===== config.mk =====
export PLATFORM = sky130hd
export DESIGN_NAME = aes_req_scheduler
export DESIGN_NICKNAME = d
export VERILOG_FILES = /design/src/rtl/aes_sched_pkg.sv /design/src/rtl/rr_arbiter2.sv /design/src/rtl/aes_req_scheduler.sv
export SDC_FILE = /design/constraint.sdc
export NUM_CORES = 1
export LEC_CHECK = 0
export ABC_AREA = 1
export CORE_AREA = 8 8 394 396
export CTS_CLUSTER_DIAMETER = 40
export DETAILED_ROUTE_END_ITERATION = 6
export DIE_AREA = 0 0 402 404
export PLACE_DENSITY_LB_ADDON = 0.12
export SETUP_SLACK_MARGIN = 0.15
export SYNTH_ARGS = -nofsm -noshare
export SYNTH_HDL_FRONTEND = slang
export SYNTH_SLANG_ARGS = --single-unit

===== constraint.sdc =====
create_clock -name clk -period 4.8 [get_ports clk]
set_input_delay 0.96 -clock clk [delete_from_list [all_inputs] [get_ports clk]]
set_output_delay 0.96 -clock clk [all_outputs]
set_load 0.02 [all_outputs]

===== src/rtl/aes_sched_pkg.sv =====
// Shared types and constants for the two-channel AES request scheduler.
package aes_sched_pkg;

    typedef enum logic [1:0] {
        IDLE,
        ISSUE,
        WAIT,
        RESP
    } sched_state_t;

    localparam logic CH0 = 1'b0;
    localparam logic CH1 = 1'b1;

    localparam int TIMEOUT_DEF = 64;

endpackage


===== src/rtl/rr_arbiter2.sv =====
// Two-way round-robin arbiter: on a tie, the channel that did not win last time is granted.
module rr_arbiter2
    import aes_sched_pkg::*;
(
    input  logic [1:0] req,
    input  logic       last_grant,
    output logic [1:0] gnt,
    output logic       gnt_id
);

    always_comb begin
        gnt_id = CH0;
        if (req == 2'b11) begin
            gnt_id = ~last_grant;
        end else if (req[1]) begin
            gnt_id = CH1;
        end

        gnt = 2'b00;
        if (req != 2'b00) begin
            gnt = (gnt_id == CH1) ? 2'b10 : 2'b01;
        end
    end

endmodule


===== src/rtl/aes_req_scheduler.sv =====
// Shares one AES-128 core between two requesters; round-robin issue, key reload only on key change,
// timeout-protected wait and a tagged valid/ready response.
//
// state | meaning
// IDLE  | waiting for a request; rX_ready offered to the granted channel
// ISSUE | one-cycle core_start, loaded key bookkeeping
// WAIT  | waiting for core_done or timeout
// RESP  | response held until rsp_ready
module aes_req_scheduler
    import aes_sched_pkg::*;
#(
    parameter int DATA_W  = 128,
    parameter int TIMEOUT = TIMEOUT_DEF
) (
    input  logic              clk,
    input  logic              reset,

    input  logic              r0_valid,
    output logic              r0_ready,
    input  logic              r0_encrypt,
    input  logic [DATA_W-1:0] r0_data,
    input  logic [DATA_W-1:0] r0_key,

    input  logic              r1_valid,
    output logic              r1_ready,
    input  logic              r1_encrypt,
    input  logic [DATA_W-1:0] r1_data,
    input  logic [DATA_W-1:0] r1_key,

    input  logic              key_flush,

    output logic              core_start,
    output logic              core_sel_cypher,
    output logic              core_key_change,
    output logic [DATA_W-1:0] core_data_in,
    output logic [DATA_W-1:0] core_key,
    input  logic              core_done,
    input  logic [DATA_W-1:0] core_data_out,

    output logic              rsp_valid,
    input  logic              rsp_ready,
    output logic              rsp_id,
    output logic              rsp_err,
    output logic [DATA_W-1:0] rsp_data
);

    localparam int CNT_W = (TIMEOUT > 2) ? $clog2(TIMEOUT) : 1;
    // WAIT ends on the cycle the incremented count would reach TIMEOUT-1.
    localparam logic [CNT_W-1:0] CNT_LAST = CNT_W'(TIMEOUT - 2);

    sched_state_t      state;
    logic              last_grant;
    logic              key_loaded;
    logic [DATA_W-1:0] loaded_key;
    logic [CNT_W-1:0]  cnt;

    logic [1:0]        gnt;
    logic              gnt_id;
    logic              hs;
    logic [DATA_W-1:0] sel_data;
    logic [DATA_W-1:0] sel_key;
    logic              sel_enc;

    rr_arbiter2 u_arb (
        .req        ({r1_valid, r0_valid}),
        .last_grant (last_grant),
        .gnt        (gnt),
        .gnt_id     (gnt_id)
    );

    assign r0_ready = (state == IDLE) && gnt[0];
    assign r1_ready = (state == IDLE) && gnt[1];
    assign hs       = (state == IDLE) && (gnt != 2'b00);
    assign sel_data = (gnt_id == CH1) ? r1_data    : r0_data;
    assign sel_key  = (gnt_id == CH1) ? r1_key     : r0_key;
    assign sel_enc  = (gnt_id == CH1) ? r1_encrypt : r0_encrypt;

    always_ff @(posedge clk or negedge reset) begin
        if (!reset) begin
            state           <= IDLE;
            last_grant      <= CH1;
            key_loaded      <= 1'b0;
            loaded_key      <= '0;
            cnt             <= '0;
            core_start      <= 1'b0;
            core_sel_cypher <= 1'b0;
            core_key_change <= 1'b0;
            core_data_in    <= '0;
            core_key        <= '0;
            rsp_valid       <= 1'b0;
            rsp_id          <= CH0;
            rsp_err         <= 1'b0;
            rsp_data        <= '0;
        end else begin
            core_start <= 1'b0;
            case (state)
                IDLE: begin
                    if (hs) begin
                        core_data_in    <= sel_data;
                        core_key        <= sel_key;
                        core_sel_cypher <= sel_enc;
                        rsp_id          <= gnt_id;
                        core_start      <= 1'b1;
                        // key_change is registered here, so it must see the flag as it will be during ISSUE
                        core_key_change <= !(key_loaded && !key_flush) || (sel_key != loaded_key);
                        state           <= ISSUE;
                    end
                end
                ISSUE: begin
                    core_key_change <= 1'b0;
                    loaded_key      <= core_key;
                    key_loaded      <= 1'b1;
                    cnt             <= '0;
                    state           <= WAIT;
                end
                WAIT: begin
                    if (core_done) begin
                        rsp_data  <= core_data_out;
                        rsp_err   <= 1'b0;
                        rsp_valid <= 1'b1;
                        state     <= RESP;
                    end else if (cnt == CNT_LAST) begin
                        rsp_data   <= '0;
                        rsp_err    <= 1'b1;
                        rsp_valid  <= 1'b1;
                        key_loaded <= 1'b0;
                        state      <= RESP;
                    end else begin
                        cnt <= cnt + CNT_W'(1);
                    end
                end
                RESP: begin
                    if (rsp_ready) begin
                        rsp_valid  <= 1'b0;
                        last_grant <= rsp_id;
                        state      <= IDLE;
                    end
                end
                default: state <= IDLE;
            endcase

            if (key_flush) begin
                key_loaded <= 1'b0;
            end
        end
    end

endmodule


==> metrics.cfg, run 1 <==
[status]
status=finished clean

[clocking]
cts_setup_buffers=0
cts_root_buf=clkbuf_16
clock-sinks=528
cts.clk_slew.worst_paths_ps=40
cts_buffers=143
ctsResizeCount=0
clk_path_buf_depth=3
insertion_delay_ps=750
cts_tree=built
cts_max_level=4
hold_buffers=0

[drt]
vias=25000
dr.pass1.iters=5
ant_nets=0
route.detailed.drc=0
drtIter0Drc=1562
wl_um=145000
viasPerCell=4.08
post_drt_wl_per_cell_um=23.6

[power]
leakagePower_uw=0.0189
powerDensity_nw_per_um2=724
peakVddDrop_v=0.000318

[timing]
slew_headroom_pct=38.0
setup_tns_ps=0
min_period_over_period_pct=90.1
fmaxAchievable_mhz=231
tightest_slew_ps=930
setup_violations=0
rsz0062_at_grt=false
min_period_ps=4320
maxSlewViolCount=0
fin_skew_ps=49.8
finalHoldViolCount=0

[global_routing]
grt_max_degree=164
grt_overflow=0
first_global_vias=25900
grt_usage_pct=17.2
grt_pass1_wl_um=202000
antenna_found_initial=61

[synthesis]
ys_warn_count=0
yosys_register_bits=528
seq_area_frac_synth_pct=54.3
syn_nets=3653
avgSynthCellArea_um2=8.11
synthDistinctLibCells=32
netlist_area_um2=24300
syn_inst=2998

[cells_and_area]
nets=4701
layout_common_cells=1038 x clkdlybuf4s50_1, 1007 x nand2_1, 527 x dfrtp_1
final_common_cell=clkdlybuf4s50_1
drive_gt1_share_pct=6.62
syn_to_final_growth_pct=71.8
fin_area_um2=41800

[place]
dp_hpwl_um=110000
gp_congestion=0.808
portBuffers=1040
dpl_cell_area_um2=37000

[floorplanning]
num_io_pins=1041
die_h_um=404
rows=142
die_x_um=402
initial_core_util_pct=16.3
dieArea_um2=162000
core_um2=149000

[hold_path]
hold_class=input pin to asynchronous set/reset pin

[setup_path]
startpoint=r0_valid
cp-end-kind=output pin
path_class=input pin to output pin
start_kind=input pin
cp_max_fo=23
r2r_start=last_grant$_DFFE_PN1P_
worstPathRequired_ps=3840
worst_ep_arrival_time_ps=3360

[flow_run]
drv_cap=0

==> worst max-delay path: stages <==
cell and delay [ps]:
clkdlybuf4s50_1 530, nand2_4 100, nand2_8 180, clkinv_2 450, nor2_4 410, clkdlybuf4s50_1 670
==> where the power goes <==
| part | leakage, uW | internal [uW] | switching [uW] | total (uW) |
|---|---|---|---|---|
| Sequential | 0.00646 | 6660 | 1430 | 8090 |
| Combinational | 0.0101 | 5120 | 7610 | 12700 |
| Clock | 0.00233 | 6310 | 3130 | 9440 |
==> registers in the layout, summed over array words and instances, names as in the netlist, 2 cells and up <==
register      count
core_data_in    128
loaded_key      128
cnt               6
core_key        128
rsp_data        128
state             2
==> final cells by class <==
cell class / count / area [um^2]
Antenna cell: 23 / 57.6
Clock buffer: 197 / 4050
Clock inverter: 59 / 701
Fill cell: 16000 / 107000
Inverter: 258 / 980
Multi-Input combinational cell: 2041 / 9510
Sequential cell: 528 / 13200
Tap cell: 1944 / 2430
Timing Repair Buffer: 1074 / 10800
==> metrics by stage <==
stage | hold slack (ps) | worst slack [ps] | total power (uW) | std cells | utilization, %
after floorplan | 459 | 1730 | 14100 | 2998 | -
final | 202 | 476 | 30300 | 6124 | 28.1
after global routing | 203 | 350 | 32200 | 6104 | 28.0
after CTS | 187 | 400 | 30900 | 6101 | 28.0
after global placement | 470 | 429 | 21200 | 5845 | 24.8
after detailed placement | 472 | 418 | 21200 | 5845 | 24.8
==> cells by family (layout without fill, tap and decap cells) <==
family,after synthesis,in the layout,synth area share (%)
simple gates,1472,1472,24.3
compound gates,548,548,13.7
flops,528,528,54.3
buf+inv,429,1588,6.81
xor+xnor,15,15,0.540
fa+ha+maj,6,6,0.309
other cells,0,23,0
==> layer usage <==
metal,global-route usage (%),wire [um],vias up
met4,4.70,3430,58
li1,-,-,11900
met5,0,390,-
met3,8.16,14400,229
met2,28.9,69900,905
met1,19.5,56700,11900
==> cell usage after synthesis <==
library cell / count / share of area (%)
a211oi_1: 1 / 0.031
a21oi_1: 5 / 0.10
a22o_1: 128 / 4.6
a311oi_1: 1 / 0.036
a31oi_1: 60 / 1.5
and2_1: 1 / 0.026
and3_1: 1 / 0.026
buf_1: 5 / 0.077
buf_2: 34 / 0.70
buf_4: 1 / 0.031
clkbuf_1: 131 / 2.0
clkinv_1: 2 / 0.031
dfrtp_1: 527 / 54
dfstp_2: 1 / 0.11
ha_1: 6 / 0.31
inv_1: 255 / 3.9
inv_2: 1 / 0.015
nand2_1: 1007 / 16
nand2_2: 2 / 0.051
nand3_1: 257 / 5.3
nand3b_1: 10 / 0.31
nand4_1: 5 / 0.13
nor2_1: 187 / 2.9
nor2_2: 1 / 0.026
nor3_1: 1 / 0.021
o211ai_1: 9 / 0.28
o21ai_0: 324 / 6.7
o21ai_1: 17 / 0.35
o21bai_1: 1 / 0.031
o22a_1: 1 / 0.036
o22ai_1: 1 / 0.026
xor2_1: 15 / 0.54
==> path summary, 6_finish.rpt <==
kind                                                end  slack [ps]  cells after the start
max in group asynchronous    loaded_key[32]$_DFFE_PN0P_        3550                      2
min reg2reg                core_data_in[46]$_DFFE_PN0P_         480                      2
max reg2reg                 core_key_change$_DFFE_PN0P_        1570                     16
max                                            r0_ready         480                      6
min                           core_key[100]$_DFFE_PN0P_         200                      1
min in group clk           core_data_in[46]$_DFFE_PN0P_         480                      2
Note: power is estimated with default switching activity, not from simulation.
==> run 2, diff against run 1 <==
- CTS_CLUSTER_DIAMETER: 40 -> 60
- GPL_ROUTABILITY_DRIVEN: default -> 0
==> metrics.cfg, run 2 (same netlist as run 1, synthesis figures left out) <==
[setup_path]
worstPathRequired_ps=3840
cp_max_fo=23
cp_common_cell=clkdlybuf4s50_1
path_class=input pin to output pin
cp_cell_sequence=clkdlybuf4s50_1 -> nand2_4 -> nand2_8 -> clkinv_2 -> nor2_4 -> clkdlybuf4s50_1
startpoint=r0_valid
slowest_stage=clkdlybuf4s50_1
slowest_delay_ps=680
timing.critical_path.buf_inv=3
worst_r2r_path_depth=16
r2r_start=last_grant$_DFFE_PN1P_
cp-end-kind=output pin
ff2ff_setup_slack_ps=1600
cp_num_cells=6
cp_top_family=buffers and inverters
worstReg2RegEnd=core_key_change$_DFFE_PN0P_
worst_ep_arrival_time_ps=3340
start_kind=input pin
setup.worst_path.end=r0_ready

[timing]
rsz0062_at_grt=false
maxSlewViolCount=0
min_period_over_period_pct=89.6
setup_violations=0
fin_skew_ps=27.3
setup_slack_ps=501
min_period_ps=4300
finalHoldViolCount=0
setup_tns_ps=0
fmaxAchievable_mhz=233
slew_headroom_pct=35.5
tightest_slew_ps=968

[power]
powerDensity_nw_per_um2=689
peakVddDrop_v=0.000314
total_power_uw=27700
leakagePower_uw=0.0181

[drt]
wl_um=144000
ant_nets=0
drtIter0Drc=1355
dr.pass1.iters=5
post_drt_wl_per_cell_um=23.8
viasPerCell=4.07
route.detailed.drc=0
vias=24500

[floorplanning]
die_x_um=402
dieArea_um2=162000
initial_core_util_pct=16.3
num_io_pins=1041
rows=142
die_h_um=404
core_um2=149000

[global_routing]
antenna_found_initial=59
first_global_vias=25300
grt_max_degree=164
grt_pass1_wl_um=200000
grt_usage_pct=17.0
grt_overflow=0

[clocking]
cts_max_level=3
clk_path_buf_depth=3
ctsResizeCount=0
cts_tree=built
cts_buffers=91
hold_buffers=0
insertion_delay_ps=680
cts.clk_slew.worst_paths_ps=50
cts_root_buf=clkbuf_16
clock-sinks=528
cts_setup_buffers=0

[flow_run]
drv_cap=0

[place]
portBuffers=1040
dp_hpwl_um=110000
pre_cts_slack_ps=418

[status]
status=finished clean

[cells_and_area]
drive_gt1_share_pct=4.92
layout_common_cells=1038 x clkdlybuf4s50_1, 1007 x nand2_1, 527 x dfrtp_1
final_common_cell=clkdlybuf4s50_1
syn_to_final_growth_pct=65.2
nets=4649

[hold_path]
hold_class=input pin to asynchronous set/reset pin

## run 2: how the worst min path moves through the flow
| stage | start | to | slack, ps |
|---|---|---|---|
| 3_5_place_dp | core_data_in[46]$_DFFE_PN0P_ | core_data_in[46]$_DFFE_PN0P_ | 470 |
| 2_1_floorplan | loaded_key[39]$_DFFE_PN0P_ | loaded_key[39]$_DFFE_PN0P_ | 460 |
| 3_3_place_gp | core_data_in[74]$_DFFE_PN0P_ | core_data_in[74]$_DFFE_PN0P_ | 470 |
| 4_1_cts | reset | loaded_key[100]$_DFFE_PN0P_ | 260 |
| 6_report | reset | core_key[100]$_DFFE_PN0P_ | 300 |
| 5_1_grt | reset | core_key[100]$_DFFE_PN0P_ | 280 |
## run 2: cell type report
cell class / count / area, um^2
Tap cell: 1944 / 2430
Clock inverter: 52 / 713
Antenna cell: 20 / 50.0
Clock buffer: 108 / 2440
Sequential cell: 528 / 13200
Inverter: 258 / 980
Timing Repair Buffer: 1074 / 10800
Fill cell: 16100 / 109000
Multi-Input combinational cell: 2041 / 9510
## run 2: routing by layer
layer / share of wire [%] / track usage [%]
met1: 39 / 19.4
met2: 49 / 29.1
met3: 9.8 / 7.94
met4: 1.9 / 3.36
met5: 0.27 / 0
## run 2: metrics by stage
stage	instances	utilization [%]	hold WS [ps]	cell area [um^2]
after floorplan	2998	-	459	24300
final	6025	27.0	295	40200
after global placement	5845	24.8	470	37000
after global routing	6007	27.0	279	40100
after detailed placement	5845	24.8	472	37000
after CTS	6005	27.0	256	40100
## run 2: power by group
| group | switching (uW) | internal, uW | total (uW) |
|---|---|---|---|
| logic | 7590 | 5120 | 12700 |
| registers | 1430 | 6650 | 8080 |
| clock network | 2640 | 4260 | 6900 |
